<file path="src/rtl/fft_frame_feeder.sv">
// Feeds left-channel samples from the sample FIFO read side into the FFT sink,
// framing them into FFT_POINTS-long packets behind a two-entry skid buffer.
module fft_frame_feeder #(
  parameter int FFT_POINTS = 1024,
  parameter int OUT_W      = 16,
  parameter int PTS_W      = $clog2(FFT_POINTS) + 1
) (
  input  logic             CLOCK_50,
  input  logic             AUD_ADCLRCK,
  input  logic [31:0]      fifo_q,
  input  logic             fifo_rdempty,
  output logic             fifo_rdreq,
  input  logic             sink_ready,
  output logic             sink_valid,
  output logic             sink_sop,
  output logic             sink_eop,
  output logic [OUT_W-1:0] sink_real,
  output logic [OUT_W-1:0] sink_imag,
  output logic [1:0]       sink_error,
  output logic [PTS_W-1:0] fftpts_in,
  output logic             frame_done
);

  localparam int IDX_W = $clog2(FFT_POINTS);
  localparam logic [IDX_W-1:0] LAST_IDX = IDX_W'(FFT_POINTS - 1);

  typedef enum logic {IDLE, STREAM} state_t;

  state_t           state_reg, state_next;
  logic [1:0]       occ_reg, occ_next;
  logic             inflight_reg, inflight_next;
  logic [IDX_W-1:0] idx_reg, idx_next;
  logic             head_reg, head_next;
  logic             tail_reg, tail_next;
  logic             frame_done_reg;
  logic [OUT_W-1:0] buf_reg [2];

  logic             pop;
  logic             push;
  logic [2:0]       pending;
  logic             unused_bits;

  assign pop  = sink_valid & sink_ready;
  assign push = inflight_reg;

  // Occupancy after this cycle's push/pop; also the committed-sample count used for read gating.
  assign pending    = {1'b0, occ_reg} + {2'b00, inflight_reg} - {2'b00, pop};
  assign fifo_rdreq = !AUD_ADCLRCK & !fifo_rdempty & (pending < 3'd2);

  assign sink_valid = (occ_reg != 2'd0);
  assign sink_real  = buf_reg[head_reg];
  assign sink_sop   = sink_valid & (idx_reg == '0);
  assign sink_eop   = sink_valid & (idx_reg == LAST_IDX);
  assign sink_imag  = '0;
  assign sink_error = 2'b00;
  assign fftpts_in  = PTS_W'(FFT_POINTS);
  assign frame_done = frame_done_reg;

  assign unused_bits = ^{fifo_q, pending[2]};

  always_comb begin
    occ_next      = pending[1:0];
    inflight_next = fifo_rdreq;
    head_next     = head_reg ^ pop;
    tail_next     = tail_reg ^ push;
    idx_next      = idx_reg;
    state_next    = state_reg;
    if (pop) begin
      idx_next = (idx_reg == LAST_IDX) ? '0 : idx_reg + 1'b1;
    end
    case (state_reg)
      IDLE: begin
        if (push) state_next = STREAM;
      end
      STREAM: begin
        if ((occ_next == 2'd0) && (idx_next == '0) && !inflight_next) state_next = IDLE;
      end
      default: state_next = IDLE;
    endcase
  end

  always_ff @(posedge CLOCK_50 or posedge AUD_ADCLRCK) begin
    if (AUD_ADCLRCK) begin
      state_reg      <= IDLE;
      occ_reg        <= 2'd0;
      inflight_reg   <= 1'b0;
      idx_reg        <= '0;
      head_reg       <= 1'b0;
      tail_reg       <= 1'b0;
      frame_done_reg <= 1'b0;
    end else begin
      state_reg      <= state_next;
      occ_reg        <= occ_next;
      inflight_reg   <= inflight_next;
      idx_reg        <= idx_next;
      head_reg       <= head_next;
      tail_reg       <= tail_next;
      frame_done_reg <= pop & sink_eop;
    end
  end

  // Each buffer slot captures the truncated FIFO word when the tail points at it.
  generate
    for (genvar gi = 0; gi < 2; gi++) begin : g_slot
      always_ff @(posedge CLOCK_50 or posedge AUD_ADCLRCK) begin
        if (AUD_ADCLRCK) begin
          buf_reg[gi] <= '0;
        end else if (push && (tail_reg == 1'(gi))) begin
          buf_reg[gi] <= fifo_q[31 -: OUT_W];
        end
      end
    end
  endgenerate

endmodule

</file>
<file path="config.mk">
export PLATFORM = sky130hd
export DESIGN_NAME = fft_frame_feeder
export DESIGN_NICKNAME = d
export VERILOG_FILES = /design/src/rtl/fft_frame_feeder.sv
export SDC_FILE = /design/constraint.sdc
export NUM_CORES = 1
export LEC_CHECK = 0
export ABC_AREA = 0
export CAP_MARGIN = 40
export CORE_ASPECT_RATIO = 1.2
export CORE_MARGIN = 8
export CORE_UTILIZATION = 41
export CTS_CLUSTER_SIZE = 16
export DETAILED_ROUTE_END_ITERATION = 6
export GPL_TIMING_DRIVEN = 0
export HOLD_SLACK_MARGIN = 0.05
export PLACE_DENSITY = 0.78
export SYNTH_ARGS = -nofsm -noshare
export SYNTH_HDL_FRONTEND = slang
export SYNTH_SLANG_ARGS = --single-unit
</file>
<file path="constraint.sdc">
create_clock -name CLOCK_50 -period 2.55 [get_ports CLOCK_50]
set_input_delay 0.51 -clock CLOCK_50 [delete_from_list [all_inputs] [get_ports CLOCK_50]]
set_output_delay 0.51 -clock CLOCK_50 [all_outputs]
set_load 0.005 [all_outputs]
</file>
==> reports/results.ini, run 1 <==
[clocking]
clkLatencyLatePin_ps=300
cts_num_sinks=48
cts_max_level=2
cts-root-to-sink-buffers=2
cts.hold.buffers_added=0
cts_root_buffer=sky130_fd_sc_hd__clkbuf_8
cts_tree=done
cts.clk_slew.worst_paths_ps=90
cts-buffers-inserted=5

[setup_path]
cp-end-kind=primary output
crit_path_start_kind=primary input
reg2reg_slack_ps=530
cp_data_arrival_time_ps=2390
cp_data_required_time_ps=2040
type_of_the_worst_setup_path=primary input to primary output
critPathCapture=fifo_rdreq
crit_path_start=sink_ready
worst_r2r_startpoint=occ_reg[0]
critPathMaxFanout=3
timing.reg2reg.worst_path_depth=8
rr_endpoint=inflight_reg

[placed_design]
dp_cells=345
gp_congestion=0.804
dpl.hpwl_um=3580
place.port_buffers=40

[layout]
fraction_of_the_core_area_covered_by_cells_at_the_end_of_the_flow_pct=57.4
finalNonFillerCells=359
max_reg_flops=32
layout-drive-gt1-share_pct=41.9
flow.area_growth_from_synthesis_pct=34.6
ant_cells=0
finish.net_count=321
final_cell_mix=sky130_fd_sc_hd__mux2_2 (48), sky130_fd_sc_hd__dfrtp_1 (44), sky130_fd_sc_hd__clkdlybuf4s50_1 (37)
layout.cells.most_common=sky130_fd_sc_hd__mux2_2

[timing]
report.final.setup_viol=1
drv_slew=0
finalClockSkew_ps=5.27
finalCritPeriodShare_pct=114
hold_viol_final=0
post-route-min-period_ps=2900
fmax_ghz=0.345
fin_worst_hold_slack_ps=508
grt_setup_unrepaired=yes
setup_ws_ps=-351

[floorplan]
start_util_pct=42.6
coreArea_mm2=0.00571
row_count=30
top_ports=86
die_area_mm2=0.00866
die_y_um=100
dieWidth_um=86.3

[power_and_ir_drop]
vdd_ir_drop_max_uv=528
power_frac_clock_pct=14.4
report.power.total_uw=3360
power.sequential.fraction_pct=39.3
internal_power_uw=2310
power.switching_uw=1050
power.density_mw_per_mm2=1030
power_leakage_uw=0.00151
power.share.combinational_pct=46.3
switching_share_of_total_power_pct=31.3

[global_route]
global_route_usage_over_all_layers_pct=12.0
grt_remaining_overflow=0
number_of_global_route_vias_before_repair=1705
grt_start_max_net_pins=28
grt_antenna_before_repair=0
grt_pass1_wl_um=8220

[detailed_routing]
avgViaCountPerCell=4.48
post-route-drc-count=0
antenna_violating_nets_post_route=0
drtIter0Drc=72
route.vias.total=1610
detail_route.first_pass.iterations=3
detail_route.wirelength_um=5030
route.detailed.wl_per_inst_um=14.0

[synthesis]
synth_cell_type_count=32
synth-seq-cells=48
synth_area_per_cell_um2=12.3
synth_cells=197
syn_area_mm2=0.00243
synth.yosys.seq_area_share_pct=49.4
synth_warnings=0

[run]
cap_violations=0

[status]
violations=setup timing
status=finished, violations left

[worst_hold_path]
timing.hold.worst.class=flop to flop

-- what timing repair did --
action                                  4_1_cts  5_1_grt
endpoints found under the setup margin       11        3
buffers inserted                              6        1
pin swaps                                     4        3
gates resized for setup                      15        8
-- metal layers --
layer	vias to the layer above	track usage, %	wire, um
li1	786	-	-
met1	774	13.8	2110
met2	45	20.6	2550
met3	5	3.43	309
met4	0	4.38	53
met5	-	0	0
-- how the worst min path moves through the flow --
stage	startpoint	to	slack [ps]	depth (start not counted)
finish	buf_reg[4]	buf_reg[4]	510	1
global route	buf_reg[7]	buf_reg[7]	520	1
CTS	idx_reg[6]	idx_reg[6]	510	1
detailed placement	buf_reg[7]	buf_reg[7]	490	1
global placement	buf_reg[6]	buf_reg[6]	480	1
floorplan	idx_reg[6]	idx_reg[6]	470	1
-- cells in the mapped netlist --
cell	count	share of area, %
sky130_fd_sc_hd__a2111oi_0	1	0.36
sky130_fd_sc_hd__a21oi_1	4	0.82
sky130_fd_sc_hd__and2_1	1	0.26
sky130_fd_sc_hd__buf_2	3	0.62
sky130_fd_sc_hd__buf_4	29	9.0
sky130_fd_sc_hd__buf_6	1	0.46
sky130_fd_sc_hd__clkbuf_1	3	0.46
sky130_fd_sc_hd__conb_1	2	0.31
sky130_fd_sc_hd__dfrtp_1	48	49
sky130_fd_sc_hd__fa_1	1	0.82
sky130_fd_sc_hd__ha_1	6	3.1
sky130_fd_sc_hd__inv_1	11	1.7
sky130_fd_sc_hd__mux2_2	48	22
sky130_fd_sc_hd__nand2_1	7	1.1
sky130_fd_sc_hd__nand3_1	2	0.41
sky130_fd_sc_hd__nand4_1	3	0.77
sky130_fd_sc_hd__nand4b_1	1	0.36
sky130_fd_sc_hd__nor3_1	1	0.21
sky130_fd_sc_hd__nor4_1	4	1.0
sky130_fd_sc_hd__o2111a_1	1	0.46
sky130_fd_sc_hd__o211ai_1	1	0.31
sky130_fd_sc_hd__o21ai_0	2	0.41
sky130_fd_sc_hd__o21ai_1	1	0.21
sky130_fd_sc_hd__o21ai_2	1	0.36
sky130_fd_sc_hd__o22ai_1	1	0.26
sky130_fd_sc_hd__o31ai_1	1	0.31
sky130_fd_sc_hd__o41ai_1	1	0.36
sky130_fd_sc_hd__or2_2	1	0.26
sky130_fd_sc_hd__or3_2	2	0.62
sky130_fd_sc_hd__or3b_2	1	0.36
sky130_fd_sc_hd__or4_1	2	0.62
sky130_fd_sc_hd__xnor2_1	6	2.2
-- stage by stage --
| stage | TNS [ps] | setup WS, ps | cell area, um^2 |
|---|---|---|---|
| 2_1_floorplan | 0 | 53.3 | 2540 |
| 3_3_place_gp | -3970 | -1060 | 3040 |
| 3_5_place_dp | -1270 | -1120 | 3060 |
| 4_1_cts | -429 | -429 | 3230 |
| 5_1_grt | -453 | -453 | 3270 |
| 6_report | -351 | -351 | 3270 |
-- cells by family after synthesis --
group / count (synthesis) / synth area share [%]
flops: 48 / 49.4
fa+ha+maj: 7 / 3.91
mux: 48 / 22.2
buf+inv: 47 / 12.2
simple gates: 25 / 5.97
compound gates: 14 / 3.86
other cells: 2 / 0.309
xor+xnor: 6 / 2.16
-- power groups by stage --
stage               Combinational (uW)  Clock, uW  Sequential (uW)
finish                            1560        484             1320
global route                      1710        529             1360
CTS                               1560        497             1310
detailed placement                1490          0             1310
global placement                  1440          0             1290
floorplan                          915          0             1260
-- cell type report --
| type | instances | area, um^2 |
|---|---|---|
| Fill cell | 492 | 2430 |
| Sequential cell | 48 | 1210 |
| Multi-Input combinational cell | 129 | 1100 |
| Timing Repair Buffer | 48 | 469 |
| Buffer | 35 | 251 |
| Tap cell | 80 | 100 |
| Clock buffer | 6 | 82.6 |
| Inverter | 11 | 46.3 |
| Clock inverter | 2 | 15.0 |
-- worst max-delay path, cell delays in order --
cell	delay (ps)
sky130_fd_sc_hd__dlygate4sd2_1	280
sky130_fd_sc_hd__o21ai_2	90
sky130_fd_sc_hd__buf_6	140
sky130_fd_sc_hd__inv_6	30
sky130_fd_sc_hd__ha_4	250
sky130_fd_sc_hd__inv_2	40
sky130_fd_sc_hd__ha_4	140
sky130_fd_sc_hd__fa_1	490
sky130_fd_sc_hd__nor4_2	260
sky130_fd_sc_hd__buf_2	160
Power figures use the tool's default switching activity.
==> inputs of run 2 (changes only) <==
- CORE_ASPECT_RATIO: 1.2 -> not set
- CORE_UTILIZATION: 41 -> 45
- PLACE_DENSITY: 0.78 -> 0.81
- clock period: 2.55 -> 2.71 ns (I/O delays scaled with it)
==> run 2 against run 1 <==
  * The flow still finishes with violations (setup timing)
  * Cell area fell by 1.9%
  * Sequential power fell by 6%
  * Worst setup slack improved by 140 ps
  * Flip-flop and latch count did not move
  * Critical path depth fell by 1
  * Wire length fell by 3.6%
  * Clock power fell by 14%
  * Utilization rose by 4.7 points
  * Via count rose by 2.0%
  * Largest power group unchanged
  * Highest routed layer unchanged
==> reports/results.ini, run 2 (synthesis gave the netlist of run 1 again) <==
[placed_design]
gp_congestion=0.771  ; -4.0%
detailedPlace.worstSlack_ps=-1040  ; +77.4 ps
dp_cells=335  ; -2.9%
dpl.hpwl_um=3590  ; +0.23%
place.port_buffers=40  ; unchanged
placement.cell_area_mm2=0.00304  ; -0.61%

[power_and_ir_drop]
power_leakage_uw=0.00146  ; -3.1%
switching_share_of_total_power_pct=31.4  ; +0.12 points
power.share.combinational_pct=47.2  ; +0.9 points
power.switching_uw=983  ; -6.4%
power_frac_clock_pct=13.3  ; -1.1 points
power.sequential.fraction_pct=39.5  ; +0.2 points
vdd_ir_drop_max_uv=379  ; -28%
report.power.total_uw=3130  ; -6.8%
internal_power_uw=2150  ; -7.0%
power.density_mw_per_mm2=976  ; -5.0%

[setup_path]
cp_data_required_time_ps=2170  ; +130 ps
timing.critical_path.cells=o21ai_2, buf_6, inv_6, ha_4, inv_2, ha_4, fa_1, nor4_2, buf_2
critPathMaxFanout=2  ; -1
crit_path_start_kind=flop
critical-path-top-cell-by-count=sky130_fd_sc_hd__ha_4
cp_slowest_cell=sky130_fd_sc_hd__fa_1
type_of_the_worst_setup_path=flop to primary output
cpPeakStageDelay_ps=490  ; about the same
cp-end-kind=primary output
cp_data_arrival_time_ps=2380  ; about the same

[detailed_routing]
route.vias.total=1643  ; +2.0%
post-route-drc-count=0  ; unchanged
route.detailed.wl_per_inst_um=14.0  ; -0.29%
antenna_violating_nets_post_route=0  ; unchanged
detail_route.wirelength_um=4850  ; -3.6%
drtIter0Drc=64  ; -11%
avgViaCountPerCell=4.73  ; +5.6%
detail_route.first_pass.iterations=4  ; +1

[floorplan]
start_util_pct=47.0  ; +4.4 points
die_area_mm2=0.00801  ; -7.5%
top_ports=86  ; unchanged
dieWidth_um=89.5  ; +3.7%
coreArea_mm2=0.00517  ; -9.3%
row_count=26  ; -13%
die_y_um=89.5  ; -11%

[global_route]
grt_remaining_overflow=0  ; unchanged
grt_antenna_before_repair=0  ; unchanged
number_of_global_route_vias_before_repair=1621  ; -4.9%
grt_start_max_net_pins=39  ; +39%
grt_pass1_wl_um=7580  ; -7.8%
global_route_usage_over_all_layers_pct=12.3  ; +0.26 points

[layout]
fraction_of_the_core_area_covered_by_cells_at_the_end_of_the_flow_pct=62.1  ; +4.7 points
layout.cells.most_common=sky130_fd_sc_hd__mux2_2
finalNonFillerCells=347  ; -3.3%
max_reg_flops=32  ; unchanged
ant_cells=0  ; unchanged
stdcell_area_mm2=0.00321  ; -1.9%
final_cell_mix=sky130_fd_sc_hd__mux2_2 (48), sky130_fd_sc_hd__dfrtp_1 (47), sky130_fd_sc_hd__clkdlybuf4s50_1 (38)
finish.net_count=319  ; -0.62%
layout-drive-gt1-share_pct=39.7  ; -2.2 points
flow.area_growth_from_synthesis_pct=32.0

[clocking]
cts_max_level=2  ; unchanged
cts.hold.buffers_added=0  ; unchanged
cts-root-to-sink-buffers=2  ; unchanged
cts.clk_slew.worst_paths_ps=90  ; about the same
cts-buffers-inserted=5  ; unchanged
cts_num_sinks=48  ; unchanged
clkLatencyLatePin_ps=300  ; about the same
cts_root_buffer=sky130_fd_sc_hd__clkbuf_8
cts_tree=done

[timing]
timing_worst_slew_pin_value_ps=502
setup_ws_ps=-215  ; +136 ps
finalClockSkew_ps=4.92  ; -0.345 ps
grt_setup_unrepaired=yes
report.final.setup_viol=1  ; unchanged
post-route-min-period_ps=2930
max_slew_margin_pct=66.3
drv_slew=0  ; unchanged
fmax_ghz=0.342
finalCritPeriodShare_pct=108
hold_viol_final=0  ; unchanged

[run]
cap_violations=0  ; unchanged

[status]
status=finished, violations left
violations=setup timing

[worst_hold_path]
timing.hold.worst.class=flop to flop

==> run 2: critical path, delay by kind of cell, from the launching register on <==
kind	cells	cell delay (ps)
and+or+nand+nor	1	250
adders and majority gates	3	880
DFF	1	420
AOI/OAI and AO/OA	1	170
buffers and inverters	4	370
==> run 2: path summary, 6_finish.rpt <==
kind	start	endpoint	slack, ps	cells after the start
worst max-delay path	occ_reg[1]	fifo_rdreq	-220	9
worst min-delay path	buf_reg[13]	buf_reg[13]	510	1
max in group asynchronous	AUD_ADCLRCK	idx_reg[3]	1670	3
min in group asynchronous	AUD_ADCLRCK	occ_reg[0]	570	2
worst min register to register	buf_reg[13]	buf_reg[13]	510	1
worst max register to register	occ_reg[1]	inflight_reg	690	8
==> run 2: layer usage <==
layer	global-route usage (%)	share of wire, %	vias up
met5	0	0	-
li1	-	-	788
met2	21.0	51	62
met3	3.22	8.2	5
met1	14.5	40	788
met4	4.23	1.1	0
==> run 2: repair_timing <==
item | 4_1_cts | 5_1_grt
buffers inserted | 4 | 1
gates resized for setup | 15 | 2
pin swaps | 3 | 3
endpoints found under the setup margin | 10 | 3
==> run 2: power groups by stage <==
stage	Combinational [uW]	Clock, uW	Sequential [uW]
finish	1480	418	1240
detailed placement	1380	0	1240
floorplan	850	0	1180
global placement	1340	0	1220
global route	1620	461	1280
CTS	1460	437	1240
==> run 2: per-stage QoR <==
stage,hold WS [ps],setup TNS [ps]
3_3_place_gp,483,-1050
6_report,508,-215
2_1_floorplan,468,0
5_1_grt,524,-326
4_1_cts,513,-281
3_5_place_dp,491,-1090
==> run 2: cell type report <==
| type | instances | area (um^2) |
|---|---|---|
| fill | 420 | 1960 |
| inverter | 11 | 46.3 |
| clock buffer | 5 | 68.8 |
| multi-input combinational | 129 | 1080 |
| buffer | 35 | 251 |
| clock inverter | 3 | 23.8 |
| timing repair buffer | 46 | 453 |
| tap | 70 | 87.6 |
| sequential | 48 | 1200 |
